--- src/rtl/ofu_pkg.sv ---
// Shared types for the operand fetch unit: pipeline slot records and index helpers.
// The records use the package widths; the top-level DATA_WIDTH/ADDR_WIDTH must match them.
package ofu_pkg;

  localparam int unsigned TagWidth     = 8;
  localparam int unsigned OfuDataWidth = 32;
  localparam int unsigned OfuAddrWidth = 8;

  // Instruction in the register-file read slot, plus the writeback seen at issue.
  typedef struct packed {
    logic [OfuAddrWidth-1:0] src_a;
    logic [OfuAddrWidth-1:0] src_b;
    logic [OfuAddrWidth-1:0] dst;
    logic                    dst_valid;
    logic [TagWidth-1:0]     tag;
    logic                    wb_valid;
    logic [OfuAddrWidth-1:0] wb_addr;
    logic [OfuDataWidth-1:0] wb_data;
  } r_slot_t;

  typedef struct packed {
    logic [OfuDataWidth-1:0] operand_a;
    logic [OfuDataWidth-1:0] operand_b;
    logic [OfuAddrWidth-1:0] dst;
    logic                    dst_valid;
    logic [TagWidth-1:0]     tag;
  } o_slot_t;

  function automatic logic idx_in_range(input logic [OfuAddrWidth-1:0] idx,
                                        input int unsigned mem_size);
    return 32'(idx) <= mem_size;
  endfunction

endpackage

--- src/rtl/ofu_scoreboard.sv ---
// Pending-destination scoreboard. Lookups see this cycle's clear; a same-cycle set wins over clear.
module ofu_scoreboard
  import ofu_pkg::*;
#(
  parameter int unsigned ADDR_WIDTH = OfuAddrWidth,
  parameter int unsigned MEM_SIZE   = 8
) (
  input  logic                  i_clk,
  input  logic                  i_rst_n,
  input  logic                  i_set_en,
  input  logic [ADDR_WIDTH-1:0] i_set_idx,
  input  logic                  i_clr_en,
  input  logic [ADDR_WIDTH-1:0] i_clr_idx,
  input  logic [ADDR_WIDTH-1:0] i_src_a,
  input  logic [ADDR_WIDTH-1:0] i_src_b,
  input  logic [ADDR_WIDTH-1:0] i_dst,
  output logic                  o_busy_a,
  output logic                  o_busy_b,
  output logic                  o_busy_dst
);

  logic [MEM_SIZE:0] r_bits;
  logic [MEM_SIZE:0] w_set_mask;
  logic [MEM_SIZE:0] w_clr_mask;
  logic [MEM_SIZE:0] w_after_clr;
  logic [MEM_SIZE:0] w_hit_a;
  logic [MEM_SIZE:0] w_hit_b;
  logic [MEM_SIZE:0] w_hit_dst;

  // Indices above MEM_SIZE match no bit, so they are never pending.
  always_comb begin
    w_set_mask = '0;
    w_clr_mask = '0;
    w_hit_a    = '0;
    w_hit_b    = '0;
    w_hit_dst  = '0;
    for (int unsigned i = 0; i <= MEM_SIZE; i++) begin
      w_set_mask[i] = i_set_en && (i_set_idx == ADDR_WIDTH'(i));
      w_clr_mask[i] = i_clr_en && (i_clr_idx == ADDR_WIDTH'(i));
      w_hit_a[i]    = (i_src_a == ADDR_WIDTH'(i));
      w_hit_b[i]    = (i_src_b == ADDR_WIDTH'(i));
      w_hit_dst[i]  = (i_dst == ADDR_WIDTH'(i));
    end
  end

  assign w_after_clr = r_bits & ~w_clr_mask;
  assign o_busy_a    = |(w_after_clr & w_hit_a);
  assign o_busy_b    = |(w_after_clr & w_hit_b);
  assign o_busy_dst  = |(w_after_clr & w_hit_dst);

  always_ff @(posedge i_clk or negedge i_rst_n) begin
    if (!i_rst_n) begin
      r_bits <= '0;
    end else begin
      r_bits <= w_after_clr | w_set_mask;
    end
  end

endmodule

--- src/rtl/operand_fetch_unit.sv ---
// Operand fetch stage: issue -> R (register file data) -> O (registered operands).
// Optional macro OFU_ZERO_REG_EN makes register 0 a hard-wired zero.
module operand_fetch_unit
  import ofu_pkg::*;
#(
  parameter int unsigned DATA_WIDTH = OfuDataWidth,
  parameter int unsigned ADDR_WIDTH = OfuAddrWidth,
  parameter int unsigned MEM_SIZE   = 8
) (
  input  logic                  Clock,
  input  logic                  iReset_n,
  input  logic                  iValid,
  output logic                  oReady,
  input  logic [ADDR_WIDTH-1:0] iSrcA,
  input  logic [ADDR_WIDTH-1:0] iSrcB,
  input  logic [ADDR_WIDTH-1:0] iDst,
  input  logic                  iDstValid,
  input  logic [TagWidth-1:0]   iTag,
  output logic [ADDR_WIDTH-1:0] oReadAddress0,
  output logic [ADDR_WIDTH-1:0] oReadAddress1,
  input  logic [DATA_WIDTH-1:0] iRamData0,
  input  logic [DATA_WIDTH-1:0] iRamData1,
  input  logic                  iWbValid,
  input  logic [ADDR_WIDTH-1:0] iWbAddr,
  input  logic [DATA_WIDTH-1:0] iWbData,
  output logic                  oWriteEnable,
  output logic [ADDR_WIDTH-1:0] oWriteAddress,
  output logic [DATA_WIDTH-1:0] oWriteData,
  output logic                  oValid,
  input  logic                  iReady,
  output logic [DATA_WIDTH-1:0] oOperandA,
  output logic [DATA_WIDTH-1:0] oOperandB,
  output logic [ADDR_WIDTH-1:0] oDst,
  output logic                  oDstValid,
  output logic [TagWidth-1:0]   oTag
);

  r_slot_t               r_rslot;
  logic                  r_rvalid;
  logic                  r_fresh;
  logic [DATA_WIDTH-1:0] r_hold_a;
  logic [DATA_WIDTH-1:0] r_hold_b;
  o_slot_t               r_oslot;
  logic                  r_ovalid;

  logic                  w_busy_a;
  logic                  w_busy_b;
  logic                  w_busy_dst;
  logic                  w_hazard;
  logic                  w_issue;
  logic                  w_r_adv;
  logic                  w_set_en;
  logic                  w_zero_dst;
  logic                  w_zero_wb;
  logic                  w_zero_ra;
  logic                  w_zero_rb;
  logic [DATA_WIDTH-1:0] w_fresh_a;
  logic [DATA_WIDTH-1:0] w_fresh_b;
  logic [DATA_WIDTH-1:0] w_op_a;
  logic [DATA_WIDTH-1:0] w_op_b;
  r_slot_t               w_rslot_next;
  o_slot_t               w_oslot_next;

`ifdef OFU_ZERO_REG_EN
  assign w_zero_dst = (iDst == '0);
  assign w_zero_wb  = (iWbAddr == '0);
  assign w_zero_ra  = (r_rslot.src_a == '0);
  assign w_zero_rb  = (r_rslot.src_b == '0);
`else
  assign w_zero_dst = 1'b0;
  assign w_zero_wb  = 1'b0;
  assign w_zero_ra  = 1'b0;
  assign w_zero_rb  = 1'b0;
`endif

  assign oReadAddress0 = iSrcA;
  assign oReadAddress1 = iSrcB;
  assign oWriteEnable  = iWbValid && !w_zero_wb;
  assign oWriteAddress = iWbAddr;
  assign oWriteData    = iWbData;

  assign w_set_en = w_issue && iDstValid && !w_zero_dst;

  ofu_scoreboard #(
    .ADDR_WIDTH (ADDR_WIDTH),
    .MEM_SIZE   (MEM_SIZE)
  ) u_scoreboard (
    .i_clk      (Clock),
    .i_rst_n    (iReset_n),
    .i_set_en   (w_set_en),
    .i_set_idx  (iDst),
    .i_clr_en   (iWbValid),
    .i_clr_idx  (iWbAddr),
    .i_src_a    (iSrcA),
    .i_src_b    (iSrcB),
    .i_dst      (iDst),
    .o_busy_a   (w_busy_a),
    .o_busy_b   (w_busy_b),
    .o_busy_dst (w_busy_dst)
  );

  assign w_hazard = w_busy_a || w_busy_b || (iDstValid && w_busy_dst);
  assign w_r_adv  = r_rvalid && (!r_ovalid || iReady);
  assign oReady   = !w_hazard && (!r_rvalid || !r_ovalid || iReady);
  assign w_issue  = iValid && oReady;

  always_comb begin
    w_rslot_next           = '0;
    w_rslot_next.src_a     = iSrcA;
    w_rslot_next.src_b     = iSrcB;
    w_rslot_next.dst       = iDst;
    w_rslot_next.dst_valid = iDstValid;
    w_rslot_next.tag       = iTag;
    w_rslot_next.wb_valid  = iWbValid && !w_zero_wb;
    w_rslot_next.wb_addr   = iWbAddr;
    w_rslot_next.wb_data   = iWbData;
  end

  // The register file read in the issue cycle missed that cycle's write; patch it here.
  always_comb begin
    w_fresh_a = iRamData0;
    w_fresh_b = iRamData1;
    if (r_rslot.wb_valid && (r_rslot.wb_addr == r_rslot.src_a) &&
        idx_in_range(r_rslot.src_a, MEM_SIZE)) begin
      w_fresh_a = r_rslot.wb_data;
    end
    if (r_rslot.wb_valid && (r_rslot.wb_addr == r_rslot.src_b) &&
        idx_in_range(r_rslot.src_b, MEM_SIZE)) begin
      w_fresh_b = r_rslot.wb_data;
    end
    if (w_zero_ra) w_fresh_a = '0;
    if (w_zero_rb) w_fresh_b = '0;
  end

  // RAM data is only valid the cycle after issue; a stalled R slot uses its captured copy.
  assign w_op_a = r_fresh ? w_fresh_a : r_hold_a;
  assign w_op_b = r_fresh ? w_fresh_b : r_hold_b;

  always_comb begin
    w_oslot_next           = '0;
    w_oslot_next.operand_a = w_op_a;
    w_oslot_next.operand_b = w_op_b;
    w_oslot_next.dst       = r_rslot.dst;
    w_oslot_next.dst_valid = r_rslot.dst_valid;
    w_oslot_next.tag       = r_rslot.tag;
  end

  always_ff @(posedge Clock or negedge iReset_n) begin
    if (!iReset_n) begin
      r_rvalid <= 1'b0;
      r_fresh  <= 1'b0;
      r_rslot  <= '0;
      r_hold_a <= '0;
      r_hold_b <= '0;
    end else if (w_issue) begin
      r_rvalid <= 1'b1;
      r_fresh  <= 1'b1;
      r_rslot  <= w_rslot_next;
    end else if (w_r_adv) begin
      r_rvalid <= 1'b0;
      r_fresh  <= 1'b0;
    end else if (r_rvalid && r_fresh) begin
      r_hold_a <= w_fresh_a;
      r_hold_b <= w_fresh_b;
      r_fresh  <= 1'b0;
    end
  end

  always_ff @(posedge Clock or negedge iReset_n) begin
    if (!iReset_n) begin
      r_ovalid <= 1'b0;
      r_oslot  <= '0;
    end else if (w_r_adv) begin
      r_ovalid <= 1'b1;
      r_oslot  <= w_oslot_next;
    end else if (r_ovalid && iReady) begin
      r_ovalid <= 1'b0;
    end
  end

  assign oValid    = r_ovalid;
  assign oOperandA = r_oslot.operand_a;
  assign oOperandB = r_oslot.operand_b;
  assign oDst      = r_oslot.dst;
  assign oDstValid = r_oslot.dst_valid;
  assign oTag      = r_oslot.tag;

endmodule

--- config.mk ---
export PLATFORM = sky130hd
export DESIGN_NAME = operand_fetch_unit
export DESIGN_NICKNAME = d
export VERILOG_FILES = /design/src/rtl/ofu_pkg.sv /design/src/rtl/ofu_scoreboard.sv /design/src/rtl/operand_fetch_unit.sv
export SDC_FILE = /design/constraint.sdc
export NUM_CORES = 1
export LEC_CHECK = 0
export CORE_ASPECT_RATIO = 0.9
export CORE_MARGIN = 2
export CORE_UTILIZATION = 35
export DETAILED_ROUTE_END_ITERATION = 12
export SYNTH_ARGS = -nofsm -noshare
export SYNTH_HDL_FRONTEND = slang
export SYNTH_HIERARCHICAL = 1
export SYNTH_SLANG_ARGS = --single-unit
--- constraint.sdc ---
create_clock -name Clock -period 2.9 [get_ports Clock]
set_input_delay 0.58 -clock Clock [delete_from_list [all_inputs] [get_ports Clock]]
set_output_delay 0.58 -clock Clock [all_outputs]
set_load 0.03 [all_outputs]
* Word level (Yosys, flattened, before mapping)
Cells that the tools add are included.
** Word-level totals
- Flip-flop bits (word level) :: 231
- Bits of input ports :: 142
- Output and inout port bits :: 140
- Logic and storage cells :: 122
** Cells by class
- Order comparisons :: 2
- Equality and inequality tests :: 34
- Muxes and demuxes :: 11
- Bitwise gates (word level) :: 8
- Reduce and logical (&&, ||, !) cells :: 48
** Operator list (count)
- $eq A8 B3 Y1 const B :: 16
- $mux W32 :: 4
- $eq A8 B2 Y1 const B :: 8
- $and A9 B9 Y9 :: 4
- $eq A8 B1 Y1 const B :: 4
- $eq A8 B4 Y1 const B :: 4
- $logic_not A8 Y1 :: 4
- $logic_and A1 B1 Y1 :: 29
- $reduce_or A9 Y1 :: 3
- $eq A8 B8 Y1 :: 2
- $le A8 B4 Y1 const B :: 2
- $not A9 Y9 :: 1
- $or A9 B9 Y9 :: 1
- $mux W1 :: 7
- $logic_or A1 B1 Y1 :: 5
- $reduce_bool A2 Y1 :: 2
- $logic_not A1 Y1 :: 3
- $reduce_and A3 Y1 :: 1
- $reduce_bool A3 Y1 :: 1
- $not A1 Y1 :: 2

* Longest topological paths before layout
Gate-level depths: netlist of the first run.
- Depth in word-level cells :: 14
- Mapped depth :: 11
- Depth with buffers taken out :: 10

* Cells and area by module
The synthesis of the first run kept the hierarchy.
** By module, submodules not included
- operand_fetch_unit :: instances 1, cells an instance 1116, area an instance 11168.2 µm², seq. area each 5555.3 µm²
- ofu_scoreboard :: instances 1, cells an instance 100, area an instance 885.8 µm², seq. area each 225.2 µm²

* Least setup slack after synthesis of the first run
Ideal clock, no wire load.
- Kind :: input to register
- Start point :: input port iWbAddr[5]
- End point :: register u_scoreboard.r_bits[3]
- Library setup time :: 0.083 ns
- Data arrival time :: 3.835 ns
- Required time :: 2.817 ns
- Setup slack :: -1.018 ns
- Stages :: 11
- Path buffers :: 1
- Path through :: or4_4 > buf_6 > o41ai_4 > mux2i_2 > a221oi_2 > o31ai_1 > a2111oi_4 > and3_1 > or3b_2 > or2_2 > o21ai_0
** Between the ends
- Word-level cells in the longest chain between the ends :: 14
- Elaborated cells on any way between the ends :: 35
- Those cells by class :: 8 x eq/ne; 6 x bitwise; 21 x reduce/logical
** Ends and longest elaborated chain
- start: declaration :: RTL line operand_fetch_unit.sv:24 : input logic [ADDR_WIDTH-1:0] iWbAddr,
- $eq A8 B1 Y1, or another cell as far along :: RTL line ofu_scoreboard.sv:39 : w_clr_mask[i] = i_clr_en && (i_clr_idx == ADDR_WIDTH'(i));
- $logic_and A1 B1 Y1 :: RTL line ofu_scoreboard.sv:39
- $not A9 Y9 (*) :: RTL line ofu_scoreboard.sv:46 : assign w_after_clr = r_bits & ~w_clr_mask;
- $and A9 B9 Y9 (*) :: RTL line ofu_scoreboard.sv:46
- $and A9 B9 Y9 (*) :: RTL line ofu_scoreboard.sv:47 : assign o_busy_a = |(w_after_clr & w_hit_a);
- $reduce_or A9 Y1 (*) :: RTL line ofu_scoreboard.sv:47
- via w_busy_a :: RTL line operand_fetch_unit.sv:46 : logic w_busy_a;
- $logic_or A1 B1 Y1 (*) (2 in a row) :: RTL line operand_fetch_unit.sv:102 : assign w_hazard = w_busy_a || w_busy_b || (iDstValid && w_busy_dst);
- $logic_not A1 Y1 (*) :: RTL line operand_fetch_unit.sv:104 : assign oReady = !w_hazard && (!r_rvalid || !r_ovalid || iReady);
- $logic_and A1 B1 Y1 (*) :: RTL line operand_fetch_unit.sv:104
- via oReady :: RTL line operand_fetch_unit.sv:13 : output logic oReady,
- $logic_and A1 B1 Y1 (*) :: RTL line operand_fetch_unit.sv:105 : assign w_issue = iValid && oReady;
- $logic_and A1 B1 Y1 (*) :: RTL line operand_fetch_unit.sv:82 : assign w_set_en = w_issue && iDstValid && !w_zero_dst;
- via w_set_en :: RTL line operand_fetch_unit.sv:52 : logic w_set_en;
- $logic_and A1 B1 Y1 (*) :: RTL line ofu_scoreboard.sv:38 : w_set_mask[i] = i_set_en && (i_set_idx == ADDR_WIDTH'(i));
- $or A9 B9 Y9 (*) :: RTL line ofu_scoreboard.sv:55 : r_bits <= w_after_clr | w_set_mask;
- end signal: assignment :: RTL line ofu_scoreboard.sv:55
- end: declaration :: RTL line ofu_scoreboard.sv:22 : logic [MEM_SIZE:0] r_bits;
The timed path passes the listed nets; every way through them passes the cells marked *.
A chain may end at the register's enable or synchronous reset.

* Worst setup path after layout of the first run
- Start point :: input port iWbAddr[4]
- End point :: output port oReady
** Between the ends
- Word-level cells in the longest chain between the ends :: 10
- Elaborated cells on any way between the ends :: 31
- Those cells by class :: 8 x eq/ne; 5 x bitwise; 18 x reduce/logical
** Ends and longest elaborated chain
- $eq A8 B1 Y1, or another cell as far along :: RTL line ofu_scoreboard.sv:39
- $logic_and A1 B1 Y1 :: RTL line ofu_scoreboard.sv:39
- $not A9 Y9 (*) :: RTL line ofu_scoreboard.sv:46
- $and A9 B9 Y9 (*) :: RTL line ofu_scoreboard.sv:46
- $and A9 B9 Y9 (*) :: RTL line ofu_scoreboard.sv:49 : assign o_busy_dst = |(w_after_clr & w_hit_dst);
- $reduce_or A9 Y1 (*) :: RTL line ofu_scoreboard.sv:49
- via w_busy_dst :: RTL line operand_fetch_unit.sv:48 : logic w_busy_dst;
- $logic_and A1 B1 Y1 (*) :: RTL line operand_fetch_unit.sv:102
- $logic_or A1 B1 Y1 (*) :: RTL line operand_fetch_unit.sv:102
- $logic_not A1 Y1 (*) :: RTL line operand_fetch_unit.sv:104
- $logic_and A1 B1 Y1 (*) :: RTL line operand_fetch_unit.sv:104
- end: declaration :: RTL line operand_fetch_unit.sv:13
Marked as above.

==> results of run 1 <==
-- final cells by class --
class	instances	area, um^2
Antenna cell	2	5.00
Sequential cell	231	5780
Clock inverter	7	113
Fill cell	3155	17000
Timing Repair Buffer	396	4050
Multi-Input combinational cell	774	5440
Tap cell	462	578
Clock buffer	40	795
Inverter	63	236
-- through the flow --
| stage | std cells | power [mW] |
|---|---|---|
| after global routing | 1974 | 13.2 |
| after detailed placement | 1899 | 8.95 |
| final | 1975 | 12.5 |
| after floorplan | 1216 | 7.09 |
| after global placement | 1899 | 8.88 |
| after CTS | 1967 | 12.6 |
-- worst max-delay path: stages --
cell                        delay [ns]
sky130_fd_sc_hd__buf_8            0.10
sky130_fd_sc_hd__or4_4            0.64
sky130_fd_sc_hd__o41ai_4          0.39
sky130_fd_sc_hd__buf_4            0.19
sky130_fd_sc_hd__mux2i_1          0.08
sky130_fd_sc_hd__nand4_1          0.09
sky130_fd_sc_hd__o211ai_1         0.14
sky130_fd_sc_hd__a2111oi_4        0.35
sky130_fd_sc_hd__buf_4            0.18
sky130_fd_sc_hd__buf_6            0.12
-- flip-flops by register name, indices dropped and copies added, names as in the netlist --
name,count
oOperandB,32
r_hold_a,32
oDstValid,1
r_hold_b,32
oValid,1
oTag,8
u_scoreboard/r_bits,9
oOperandA,32
oDst,8
r_fresh,1
r_rslot,74
r_rvalid,1
-- power by group through the flow --
stage	sequential (mW)	clock, mW	combinational, mW
finish	4.68	3.51	4.35
CTS	4.68	3.60	4.37
global route	4.79	3.71	4.69
detailed placement	4.72	0	4.23
global placement	4.70	0	4.18
floorplan	5.36	0	1.74
-- cells by family after synthesis --
group,Yosys count,share of synthesized area (%)
buf+inv,213,9.17
simple gates,326,15.4
xor+xnor,8,0.581
flops,231,48.0
mux,86,9.09
compound gates,352,17.8
-- final timing paths --
check | from | end | slack (ns) | cells past startpoint
worst max-delay path | iWbAddr[4] | oReady | -0.56 | 10
worst min-delay path | iWbAddr[4] | r_rslot[36] | 0.39 | 3
worst max register to register | u_scoreboard/r_bits[8] | u_scoreboard/r_bits[2] | 0.24 | 11
worst min register to register | r_rslot[48] | oTag[7] | 0.46 | 2
max in group asynchronous | iReset_n | r_hold_a[17] | 1.71 | 3
min in group asynchronous | iReset_n | oDst[6] | 0.51 | 2
-- placed cells by master (no fill, tap or decap), types with 5 or more instances in the layout --
| cell type | Yosys | layout |
|---|---|---|
| sky130_fd_sc_hd__nor4_1 | 13 | 12 |
| sky130_fd_sc_hd__o21ai_0 | 21 | 15 |
| sky130_fd_sc_hd__mux2_4 | 37 | 37 |
| sky130_fd_sc_hd__buf_6 | 7 | 10 |
| sky130_fd_sc_hd__nand3b_1 | 6 | 6 |
| sky130_fd_sc_hd__clkdlybuf4s50_1 | 0 | 270 |
| sky130_fd_sc_hd__inv_1 | 62 | 61 |
| sky130_fd_sc_hd__o31ai_2 | 1 | 5 |
| sky130_fd_sc_hd__o21ai_1 | 89 | 92 |
| sky130_fd_sc_hd__buf_12 | 0 | 13 |
| sky130_fd_sc_hd__mux2i_1 | 11 | 11 |
| sky130_fd_sc_hd__or3_1 | 5 | 5 |
| sky130_fd_sc_hd__and3_1 | 6 | 5 |
| sky130_fd_sc_hd__buf_16 | 0 | 6 |
| sky130_fd_sc_hd__buf_4 | 61 | 85 |
| sky130_fd_sc_hd__nand2b_1 | 8 | 8 |
| sky130_fd_sc_hd__o31ai_4 | 0 | 5 |
| sky130_fd_sc_hd__a21oi_1 | 152 | 152 |
| sky130_fd_sc_hd__clkbuf_16 | 0 | 27 |
| sky130_fd_sc_hd__nand2_1 | 101 | 97 |
| sky130_fd_sc_hd__xnor2_1 | 8 | 8 |
| sky130_fd_sc_hd__dfrtp_1 | 231 | 230 |
| sky130_fd_sc_hd__nor2_1 | 90 | 90 |
| sky130_fd_sc_hd__o31a_1 | 57 | 56 |
| sky130_fd_sc_hd__mux2_2 | 36 | 36 |
| sky130_fd_sc_hd__nor4_2 | 49 | 50 |
| sky130_fd_sc_hd__clkbuf_1 | 61 | 6 |
| sky130_fd_sc_hd__clkbuf_8 | 0 | 7 |
| sky130_fd_sc_hd__nor3_1 | 30 | 30 |
-- what timing repair did --
item                                    in CTS  in global routing
cloned                                       9                  0
hold buffers                                 1                  0
setup buffers                               11                  9
hold endpoints to repair                    34                  0
pin swaps                                   13                 18
resized for setup                           50                 25
endpoints found under the setup margin      86                 86
-- metal layers --
layer | wire (um) | vias to the layer above
met5 | 0 | -
met4 | 953 | 0
met3 | 2400 | 50
met2 | 17300 | 304
met1 | 18700 | 4983
li1 | - | 4805
==> summary.log, run 1 <==
INFO  outcome        status=complete, but fails checks
INFO  outcome        violations=setup timing
INFO  detailed_routing remaining_drc_errors=0
INFO  sta            totalNegativeSetupSlack=-19.73ns
INFO  pwr            pwr-share-seq=37.3%
INFO  detailed_routing drt-wirelength-per-cell=19.9um
INFO  sta            final.period_utilization=119%
INFO  sta            final.setup.worst_slack=-0.557ns
INFO  global_route   grt_max_degree=129
INFO  synthesis      postSynthNetCount=1358
INFO  layout         drive_gt1_share=21.9%
INFO  sta            hold_violations=0
INFO  clocking       clk_tree_root_cell=sky130_fd_sc_hd__clkbuf_16
INFO  layout         post-route-util=50.1%
INFO  sta            grt_setup_unrepaired=yes
INFO  global_route   groute.layer.met2.usage=32.3%
INFO  global_route   antenna_found_initial=2
INFO  detailed_routing vias=10.1k
INFO  detailed_routing avgViaCountPerCell=5.14
INFO  global_route   gr_overflow_total=0
INFO  sta            whs=0.394ns
INFO  clocking       numCtsBuffers=27
INFO  synthesis      postSynthRegisterBits=231
INFO  pwr            net_switching_share_of_the_total_power=35.5%
INFO  synthesis      postSynth.asyncResetShare=100%
INFO  detailed_routing first_iter_violations=531
INFO  clocking       tritoncts=built
INFO  synthesis      yosys.cell_types.count=55
INFO  layout         finalInstanceArea=17000um^2
INFO  pwr            comb_power_share=34.7%
INFO  synthesis      yosys_warnings=6
INFO  placement      place_congestion=0.839
INFO  clocking       cts_max_path_buffers=3
INFO  detailed_routing postRouteWirelength=39300um
INFO  job            maxCapViolations=0
INFO  detailed_routing detailedRoute.firstPassIterationCount=5
INFO  floorplanning  core_area=34000um^2
INFO  detailed_routing postRouteAntennaNets=0
INFO  floorplanning  top_ports=282
INFO  critical_path  cp.required=2.32ns
INFO  pwr            power_report.internal_total=8.09mW
INFO  synthesis      synth_most_common_cell=sky130_fd_sc_hd__dfrtp_1
INFO  sta            setup_viol_count_final=86
INFO  pwr            ir_worst_vdd=0.507mV
INFO  placement      port_buffers=281
INFO  global_route   grt-busiest-layer=met2
INFO  sta            drv_slew=0
INFO  synthesis      yosysTopAreaCellShare=48.0%
INFO  worst_hold_path hp-class=input pin to register
INFO  clocking       insertion_delay_of_the_later_clocked_pin_in_the_worst_skew_pair=0.54ns
INFO  synthesis      synth_area_per_cell=9.91um^2
INFO  layout         finalNetCount=1635
INFO  synthesis      synthesis.area=12100um^2
INFO  synthesis      synth-edff-count=0
INFO  layout         area_growth_syn_to_layout=41.0%
INFO  global_route   grt_pass1_wl=60400um
INFO  pwr            p_switching=4.46mW
INFO  critical_path  worstPathArrival=2.88ns
INFO  clocking       clock_tree.htree_level_count=1
INFO  synthesis      synth_commonest_cells=sky130_fd_sc_hd__dfrtp_1 (231), sky130_fd_sc_hd__a21oi_1 (152), sky130_fd_sc_hd__nand2_1 (101), sky130_fd_sc_hd__nor2_1 (90), sky130_fd_sc_hd__o21ai_1 (89)
INFO  clocking       cts_num_sinks=231
INFO  placement      detailedPlace.worstSlack=-1.20ns
INFO  synthesis      syn_inst=1216
INFO  clocking       clkSlewWorstSetupHoldPaths=0.06ns
INFO  floorplanning  core.rowCount=64
INFO  synthesis      synth_area_leader_cell=sky130_fd_sc_hd__dfrtp_1
INFO  sta            maxClockFrequency=289MHz
INFO  synthesis      predominant_post_synthesis_flop_cell=sky130_fd_sc_hd__dfrtp_1
INFO  sta            transition_at_the_pin_with_the_smallest_max_transition_slack=0.810ns
INFO  global_route   first_global_vias=10.1k
INFO  floorplanning  die_width=200um
INFO  global_route   grt.met3_usage=4.36%
INFO  pwr            power_per_unit_of_standard_cell_area=738nW/um^2
INFO  floorplanning  chipHeight=180um
INFO  sta            max-slew-margin-rel=46.0%
INFO  sta            final_period_minus_worst_setup_slack=3.46ns
INFO  critical_path  critical_path.startpoint_type=input pin
INFO  pwr            power.share.clock=28.0%
INFO  placement      place_hpwl=25800um
INFO  global_route   grtUsageMet1=32.1%
INFO  floorplanning  start_util=35.5%
INFO  sta            finClkSkew=0.0136ns
INFO  pwr            p_leak=7.06nW
INFO  critical_path  critical_path.max_fanout=5
INFO  floorplanning  floorplan.die_area=35900um^2
INFO  placement      placed_area=15500um^2
INFO  global_route   globalRouteTotalUtil=21.7%
INFO  critical_path  timing.setup.critical_path_class=input pin to primary output
INFO  synthesis      post_synth_main_area_contributors=sky130_fd_sc_hd__dfrtp_1 (48%), sky130_fd_sc_hd__a21oi_1 (6.3%), sky130_fd_sc_hd__nor4_2 (5.1%), sky130_fd_sc_hd__mux2_4 (4.6%), sky130_fd_sc_hd__o31a_1 (4.1%)
INFO  critical_path  setup.worst_path.end_class=primary output
INFO  synthesis      synth-seq-area-share=48.0%
Power figures use the tool's default switching activity.
==> run 2, diff against run 1 <==
Clock period 2.9 ns to 3.2 ns, I/O delays scaled along.
==> summary.log, run 2 (synthesis results as in run 1) <==
INFO  global_route   antenna_found_initial=2 [unchanged]
INFO  global_route   grt_max_degree=129 [unchanged]
INFO  sta            final.setup.worst_slack=-0.387ns [was -0.557 ns]
INFO  layout         regMostFlops=r_rslot [unchanged]
INFO  layout         drive_gt1_share=19.9% [was 21.9%]
INFO  placement      place_congestion=0.863 [was 0.839]
INFO  clocking       cts_num_sinks=231 [unchanged]
INFO  detailed_routing detailedRoute.firstPassIterationCount=4 [was 5]
INFO  clocking       clk_tree_root_cell=sky130_fd_sc_hd__clkbuf_16 [unchanged]
INFO  critical_path  timing.setup.critical_path_class=input pin to primary output [unchanged]
INFO  clocking       tritoncts=built [unchanged]
INFO  detailed_routing remaining_drc_errors=0 [unchanged]
INFO  clocking       cts_max_path_buffers=3 [unchanged]
INFO  clocking       clock_tree.htree_level_count=1 [unchanged]
INFO  pwr            p_leak=6.86nW [was 7.06 nW]
INFO  detailed_routing drt-wirelength-per-cell=20.1um [was 19.9 um]
INFO  floorplanning  floorplan.die_area=35900um^2 [unchanged]
INFO  pwr            power_per_unit_of_standard_cell_area=677nW/um^2 [was 738 nW/um^2]
INFO  critical_path  setup.worst_path.end_class=primary output [unchanged]
INFO  sta            whs=0.0487ns [was 0.394 ns]
INFO  floorplanning  chipHeight=180um [unchanged]
INFO  sta            drv_slew=0 [unchanged]
INFO  detailed_routing postRouteWirelength=39200um [was 39300 um]
INFO  layout         area_growth_syn_to_layout=37.0% [was 41.0%]
INFO  outcome        status=complete, but fails checks [unchanged]
INFO  floorplanning  core_area=34000um^2 [unchanged]
INFO  sta            hold_violations=0 [unchanged]
INFO  layout         finalNetCount=1609 [was 1635]
INFO  clocking       clkSlewWorstSetupHoldPaths=0.06ns [about the same]
INFO  global_route   grt_pass1_wl=59600um [was 60400 um]
INFO  floorplanning  core.rowCount=64 [unchanged]
INFO  global_route   globalRouteTotalUtil=21.2% [was 21.7%]
INFO  sta            final_period_minus_worst_setup_slack=3.59ns
INFO  job            maxCapViolations=0 [unchanged]
INFO  placement      port_buffers=281 [unchanged]
INFO  layout         finalNonFillerCells=1949 [was 1975]
INFO  clocking       insertion_delay_of_the_later_clocked_pin_in_the_worst_skew_pair=0.54ns [about the same]
INFO  detailed_routing avgViaCountPerCell=5.15 [was 5.14]
INFO  critical_path  worstPathArrival=2.95ns [was 2.88 ns]
INFO  placement      placed_instances=1885 [was 1899]
INFO  sta            transition_at_the_pin_with_the_smallest_max_transition_slack=0.826ns [was 0.810 ns]
INFO  layout         post-route-util=48.7% [was 50.1%]
INFO  critical_path  cp-startpoint=iWbAddr[6] [was iWbAddr[4]]
INFO  placement      place_hpwl=25700um [was 25800 um]
INFO  sta            setup_viol_count_final=58 [was 86]
INFO  floorplanning  start_util=35.5% [unchanged]
INFO  layout         fillCellCount=3178 [was 3155]
INFO  pwr            ir_worst_vdd=0.399mV [was 0.507 mV]
INFO  global_route   first_global_vias=10.1k [about the same]
INFO  sta            maxClockFrequency=279MHz
INFO  placement      detailedPlace.worstSlack=-0.958ns [was -1.20 ns]
INFO  layout         register_cell_area_after_layout=5780um^2 [unchanged]
INFO  floorplanning  top_ports=282 [unchanged]
INFO  layout         most-common-layout-cells=sky130_fd_sc_hd__clkdlybuf4s50_1 (270), sky130_fd_sc_hd__dfrtp_1 (230), sky130_fd_sc_hd__a21oi_1 (152), sky130_fd_sc_hd__nand2_1 (98), sky130_fd_sc_hd__o21ai_1 (92) [was sky130_fd_sc_hd__clkdlybuf4s50_1 (270), sky130_fd_sc_hd__dfrtp_1 (230), sky130_fd_sc_hd__a21oi_1 (152), sky130_fd_sc_hd__nand2_1 (97), sky130_fd_sc_hd__o21ai_1 (92)]
INFO  detailed_routing vias=10.0k [was 10.1k]
INFO  critical_path  critical_path.max_fanout=5 [unchanged]
INFO  clocking       numCtsBuffers=27 [unchanged]
INFO  clocking       cts_hold_buf=0 [was 1]
INFO  sta            final.period_utilization=112%
INFO  pwr            total_power=11.2mW [was 12.5 mW]
INFO  critical_path  cp.required=2.56ns [was 2.32 ns]
INFO  outcome        violations=setup timing [unchanged]
INFO  worst_hold_path hp-class=input pin to asynchronous set/reset pin [was input pin to register]
INFO  layout         flip_flop_count_of_the_largest_register_all_copies_and_words_added=74 [unchanged]
INFO  detailed_routing postRouteAntennaNets=0 [unchanged]
INFO  critical_path  r2r_start=u_scoreboard/r_bits[8] [unchanged]
INFO  floorplanning  die_width=200um [unchanged]
INFO  sta            finClkSkew=0.0187ns [was 0.0136 ns]
INFO  sta            max-slew-margin-rel=44.9% [was 46.0%]
INFO  sta            totalNegativeSetupSlack=-1.61ns [was -19.73 ns]
INFO  sta            grt_setup_unrepaired=yes [unchanged]
INFO  layout         multi_input_logic_area=5340um^2 [was 5440 um^2]
INFO  global_route   gr_overflow_total=0 [unchanged]
INFO  critical_path  critical_path.startpoint_type=input pin [unchanged]
INFO  detailed_routing first_iter_violations=705 [was 531]
INFO  layout         final_common_cell=sky130_fd_sc_hd__clkdlybuf4s50_1 [unchanged]
INFO  layout         finalInstanceArea=16500um^2 [was 17000 um^2]
INFO  placement      placed_area=15300um^2 [was 15500 um^2]
## run 2: power by group
group	internal [mW]	total, mW	switching, mW
sequential	3.74	4.25	0.515
clock	1.84	3.09	1.25
combinational	1.58	3.85	2.26
total	7.16	11.2	4.02
## run 2: cell type report
cell class              instances  area share [%]
diodes                          1          0.0151
clock buffers                  38            4.70
clock inverters                10           0.629
inverters                      63            1.43
multi-input cells             774            32.3
flip-flops and latches        231            35.0
well taps                     462            3.50
repair buffers                370            22.4
## run 2: repair_timing
| item | CTS | global route |
|---|---|---|
| gates cloned | 1 | 7 |
| endpoints found under the hold margin | 0 | 0 |
| endpoints found under the setup margin | 84 | 52 |
| buffers inserted | 4 | 3 |
| gates resized for setup | 36 | 10 |
| pin swaps | 9 | 0 |
## run 2: critical path: stages
cell and delay, ns:
sky130_fd_sc_hd__buf_6 0.10, sky130_fd_sc_hd__or4_4 0.63, sky130_fd_sc_hd__o41ai_4 0.37, sky130_fd_sc_hd__o22ai_1 0.17
sky130_fd_sc_hd__a32oi_1 0.18, sky130_fd_sc_hd__o211ai_1 0.14, sky130_fd_sc_hd__a2111oi_4 0.40, sky130_fd_sc_hd__buf_4 0.18
sky130_fd_sc_hd__buf_6 0.12
## run 2: final timing paths
path	to	slack (ns)	cells after the start
worst max-delay path	oReady	-0.39	9
worst min-delay path	oDst[1]	0.05	1
worst max register to register	r_rslot[71]	0.58	12
worst min register to register	oDst[0]	0.48	2
max in group asynchronous	oOperandB[1]	2.38	2
min in group Clock	r_rslot[36]	0.44	3
## run 2: routing by layer
layer / vias to the layer above / track usage, % / routed length, um
li1: 4744 / - / -
met1: 4916 / 31.9 / 18800
met2: 333 / 31.3 / 17200
met3: 43 / 3.54 / 2280
met4: 2 / 5.75 / 889
met5: - / 0 / 16
==> run 3, diff against run 2 <==
Settings changed: GPL_ROUTABILITY_DRIVEN set to 0.
==> summary.log, run 3 (synthesis results as in run 1) <==
INFO  outcome        status=complete, but fails checks [unchanged]
INFO  outcome        violations=setup timing [unchanged]
INFO  detailed_routing drt-wirelength-per-cell=19.6um [was 20.1 um]
INFO  critical_path  critical_path.startpoint_type=input pin [unchanged]
INFO  pwr            p_leak=6.84nW [was 6.86 nW]
INFO  critical_path  critical-path-max-stage-delay=0.57ns [was 0.63 ns]
INFO  detailed_routing postRouteWirelength=38200um [was 39200 um]
INFO  detailed_routing postRouteAntennaNets=0 [unchanged]
INFO  placement      place_hpwl=25100um [was 25700 um]
INFO  layout         finalInstanceArea=16500um^2 [about the same]
INFO  layout         drive_gt1_share=20.2% [was 19.9%]
INFO  floorplanning  core_area=34000um^2 [unchanged]
INFO  clocking       insertion_delay_of_the_later_clocked_pin_in_the_worst_skew_pair=0.54ns [about the same]
INFO  sta            grt_setup_unrepaired=yes [unchanged]
INFO  global_route   grt_max_degree=129 [unchanged]
INFO  clocking       clk_tree_root_cell=sky130_fd_sc_hd__clkbuf_16 [unchanged]
INFO  pwr            power_per_unit_of_standard_cell_area=680nW/um^2 [was 677 nW/um^2]
INFO  floorplanning  floorplan.die_area=35900um^2 [unchanged]
INFO  detailed_routing avgViaCountPerCell=5.19 [was 5.15]
INFO  layout         finalNetCount=1609 [unchanged]
INFO  critical_path  cp.required=2.56ns [about the same]
INFO  detailed_routing detailedRoute.firstPassIterationCount=5 [was 4]
INFO  floorplanning  start_util=35.5% [unchanged]
INFO  clocking       clkSlewWorstSetupHoldPaths=0.05ns [was 0.06 ns]
INFO  placement      placed_area=15300um^2 [about the same]
INFO  global_route   gr_overflow_total=0 [unchanged]
INFO  clocking       clock_tree.htree_level_count=1 [unchanged]
INFO  sta            setup_viol_count_final=3 [was 58]
INFO  clocking       cts_num_sinks=231 [unchanged]
INFO  floorplanning  chipHeight=180um [unchanged]
INFO  sta            maxClockFrequency=278MHz [was 279 MHz]
INFO  layout         final_common_cell=sky130_fd_sc_hd__clkdlybuf4s50_1 [unchanged]
INFO  layout         flip_flop_count_of_the_largest_register_all_copies_and_words_added=74 [unchanged]
INFO  global_route   first_global_vias=10.0k [was 10.1k]
INFO  global_route   antenna_found_initial=2 [unchanged]
INFO  detailed_routing vias=10.1k [was 10.0k]
INFO  critical_path  crit_path_leading_delay_family=compound AO/OA/AOI/OAI gates [unchanged]
INFO  placement      port_buffers=281 [unchanged]
INFO  detailed_routing first_iter_violations=531 [was 705]
INFO  critical_path  path_cells=buf_6, or4_4, o41ai_4, buf_4, mux2i_2, a221oi_2, o31ai_2, a2111oi_4, buf_4, buf_6 [was buf_6, or4_4, o41ai_4, o22ai_1, a32oi_1, o211ai_1, a2111oi_4, buf_4, buf_6]
INFO  global_route   grt_pass1_wl=59500um [was 59600 um]
INFO  layout         regMostFlops=r_rslot [unchanged]
INFO  worst_hold_path hp-class=input pin to asynchronous set/reset pin [unchanged]
INFO  sta            final_period_minus_worst_setup_slack=3.60ns [was 3.59 ns]
INFO  clocking       tritoncts=built [unchanged]
INFO  critical_path  critical_path.max_fanout=4 [was 5]
INFO  detailed_routing remaining_drc_errors=0 [unchanged]
INFO  critical_path  critical_path.slowest_cell=sky130_fd_sc_hd__or4_4 [unchanged]
INFO  sta            final.setup.worst_slack=-0.396ns [was -0.387 ns]
INFO  sta            finClkSkew=0.0184ns [was 0.0187 ns]
INFO  sta            drv_slew=0 [unchanged]
INFO  global_route   globalRouteTotalUtil=21.0% [was 21.2%]
INFO  pwr            ir_worst_vdd=0.441mV [was 0.399 mV]
INFO  sta            transition_at_the_pin_with_the_smallest_max_transition_slack=0.820ns [was 0.826 ns]
INFO  critical_path  worstPathArrival=2.96ns [was 2.95 ns]
INFO  sta            final.period_utilization=112% [about the same]
INFO  critical_path  critical_path.n_buffers_inverters=4 [was 3]
INFO  sta            max-slew-margin-rel=45.3% [was 44.9%]
INFO  critical_path  timing.setup.critical_path_class=input pin to primary output [unchanged]
INFO  floorplanning  top_ports=282 [unchanged]
INFO  layout         most-common-layout-cells=sky130_fd_sc_hd__clkdlybuf4s50_1 (270), sky130_fd_sc_hd__dfrtp_1 (230), sky130_fd_sc_hd__a21oi_1 (152), sky130_fd_sc_hd__nand2_1 (98), sky130_fd_sc_hd__o21ai_1 (92) [unchanged]
INFO  critical_path  setup.worst_path.end_class=primary output [unchanged]
INFO  clocking       cts_max_path_buffers=3 [unchanged]
INFO  job            maxCapViolations=0 [unchanged]
INFO  floorplanning  die_width=200um [unchanged]
INFO  sta            totalNegativeSetupSlack=-0.525ns [was -1.61 ns]
INFO  layout         area_growth_syn_to_layout=36.7% [was 37.0%]
INFO  floorplanning  core.rowCount=64 [unchanged]
INFO  clocking       numCtsBuffers=27 [unchanged]
INFO  sta            hold_violations=0 [unchanged]
[run 3: cell types whose count changed in the layout (fill, tap and decap cells not counted), sizes merged]
cell / delta
buf: +4
bufinv: +1
clkbuf: -5
clkdlybuf4s15: -1
clkinv: -3
clkinvlp: +1
dlygate4sd2: +2
dlymetal6s2s: -1
inv: -1
nand2: -1
[run 3: power breakdown]
part / leakage, nW / switching (mW) / internal, mW
Clock: 0.444 / 1.22 / 1.93
Combinational: 3.69 / 2.25 / 1.57
Sequential: 2.70 / 0.510 / 3.74
[run 3: path summary, 6_finish.rpt]
check | from | end | slack [ns] | depth (start not counted)
max in group asynchronous | iReset_n | oOperandA[28] | 2.35 | 2
worst min-delay path | iReset_n | oDst[4] | 0.02 | 1
worst min register to register | r_rslot[48] | oTag[7] | 0.47 | 2
worst max register to register | u_scoreboard/r_bits[2] | u_scoreboard/r_bits[3] | 0.63 | 11
min in group Clock | iWbAddr[5] | r_rslot[37] | 0.47 | 3
worst max-delay path | iWbAddr[6] | oReady | -0.40 | 10
[run 3: final cells by class]
type / count / area [um^2]
sequential: 231 / 5780
multi-input combinational: 773 / 5350
fill: 3263 / 17500
timing repair buffer: 371 / 3630
antenna: 1 / 2.50
inverter: 63 / 236
clock inverter: 8 / 118
tap: 462 / 578
clock buffer: 36 / 779
[run 3: layer usage]
| metal | vias to the layer above | track usage, % | part of all wire, % |
|---|---|---|---|
| met5 | - | 0 | 0.042 |
| met4 | 2 | 5.24 | 2.3 |
| met3 | 49 | 3.35 | 6.3 |
| met2 | 335 | 30.9 | 44 |
| met1 | 4960 | 32.1 | 47 |
| li1 | 4741 | - | - |
[run 3: per-stage QoR]
stage	cells	power (mW)	hold slack, ns	setup WS, ns	util, %
after floorplan	1216	6.43	0.344	-0.657	-
after global placement	1884	8.02	0.444	-0.849	45.2
after detailed placement	1884	8.08	0.455	-0.897	45.2
after CTS	1936	11.3	0.0254	-0.317	48.1
after global routing	1945	11.8	0.0393	-0.476	48.5
final	1945	11.2	0.0218	-0.396	48.5
[run 3: what timing repair did]
action,in CTS,in global routing
setup endpoints to repair,84,52
resized for setup,35,11
hold buffers,0,0
buffers inserted,7,7
pin swaps,10,7
cloned,1,2
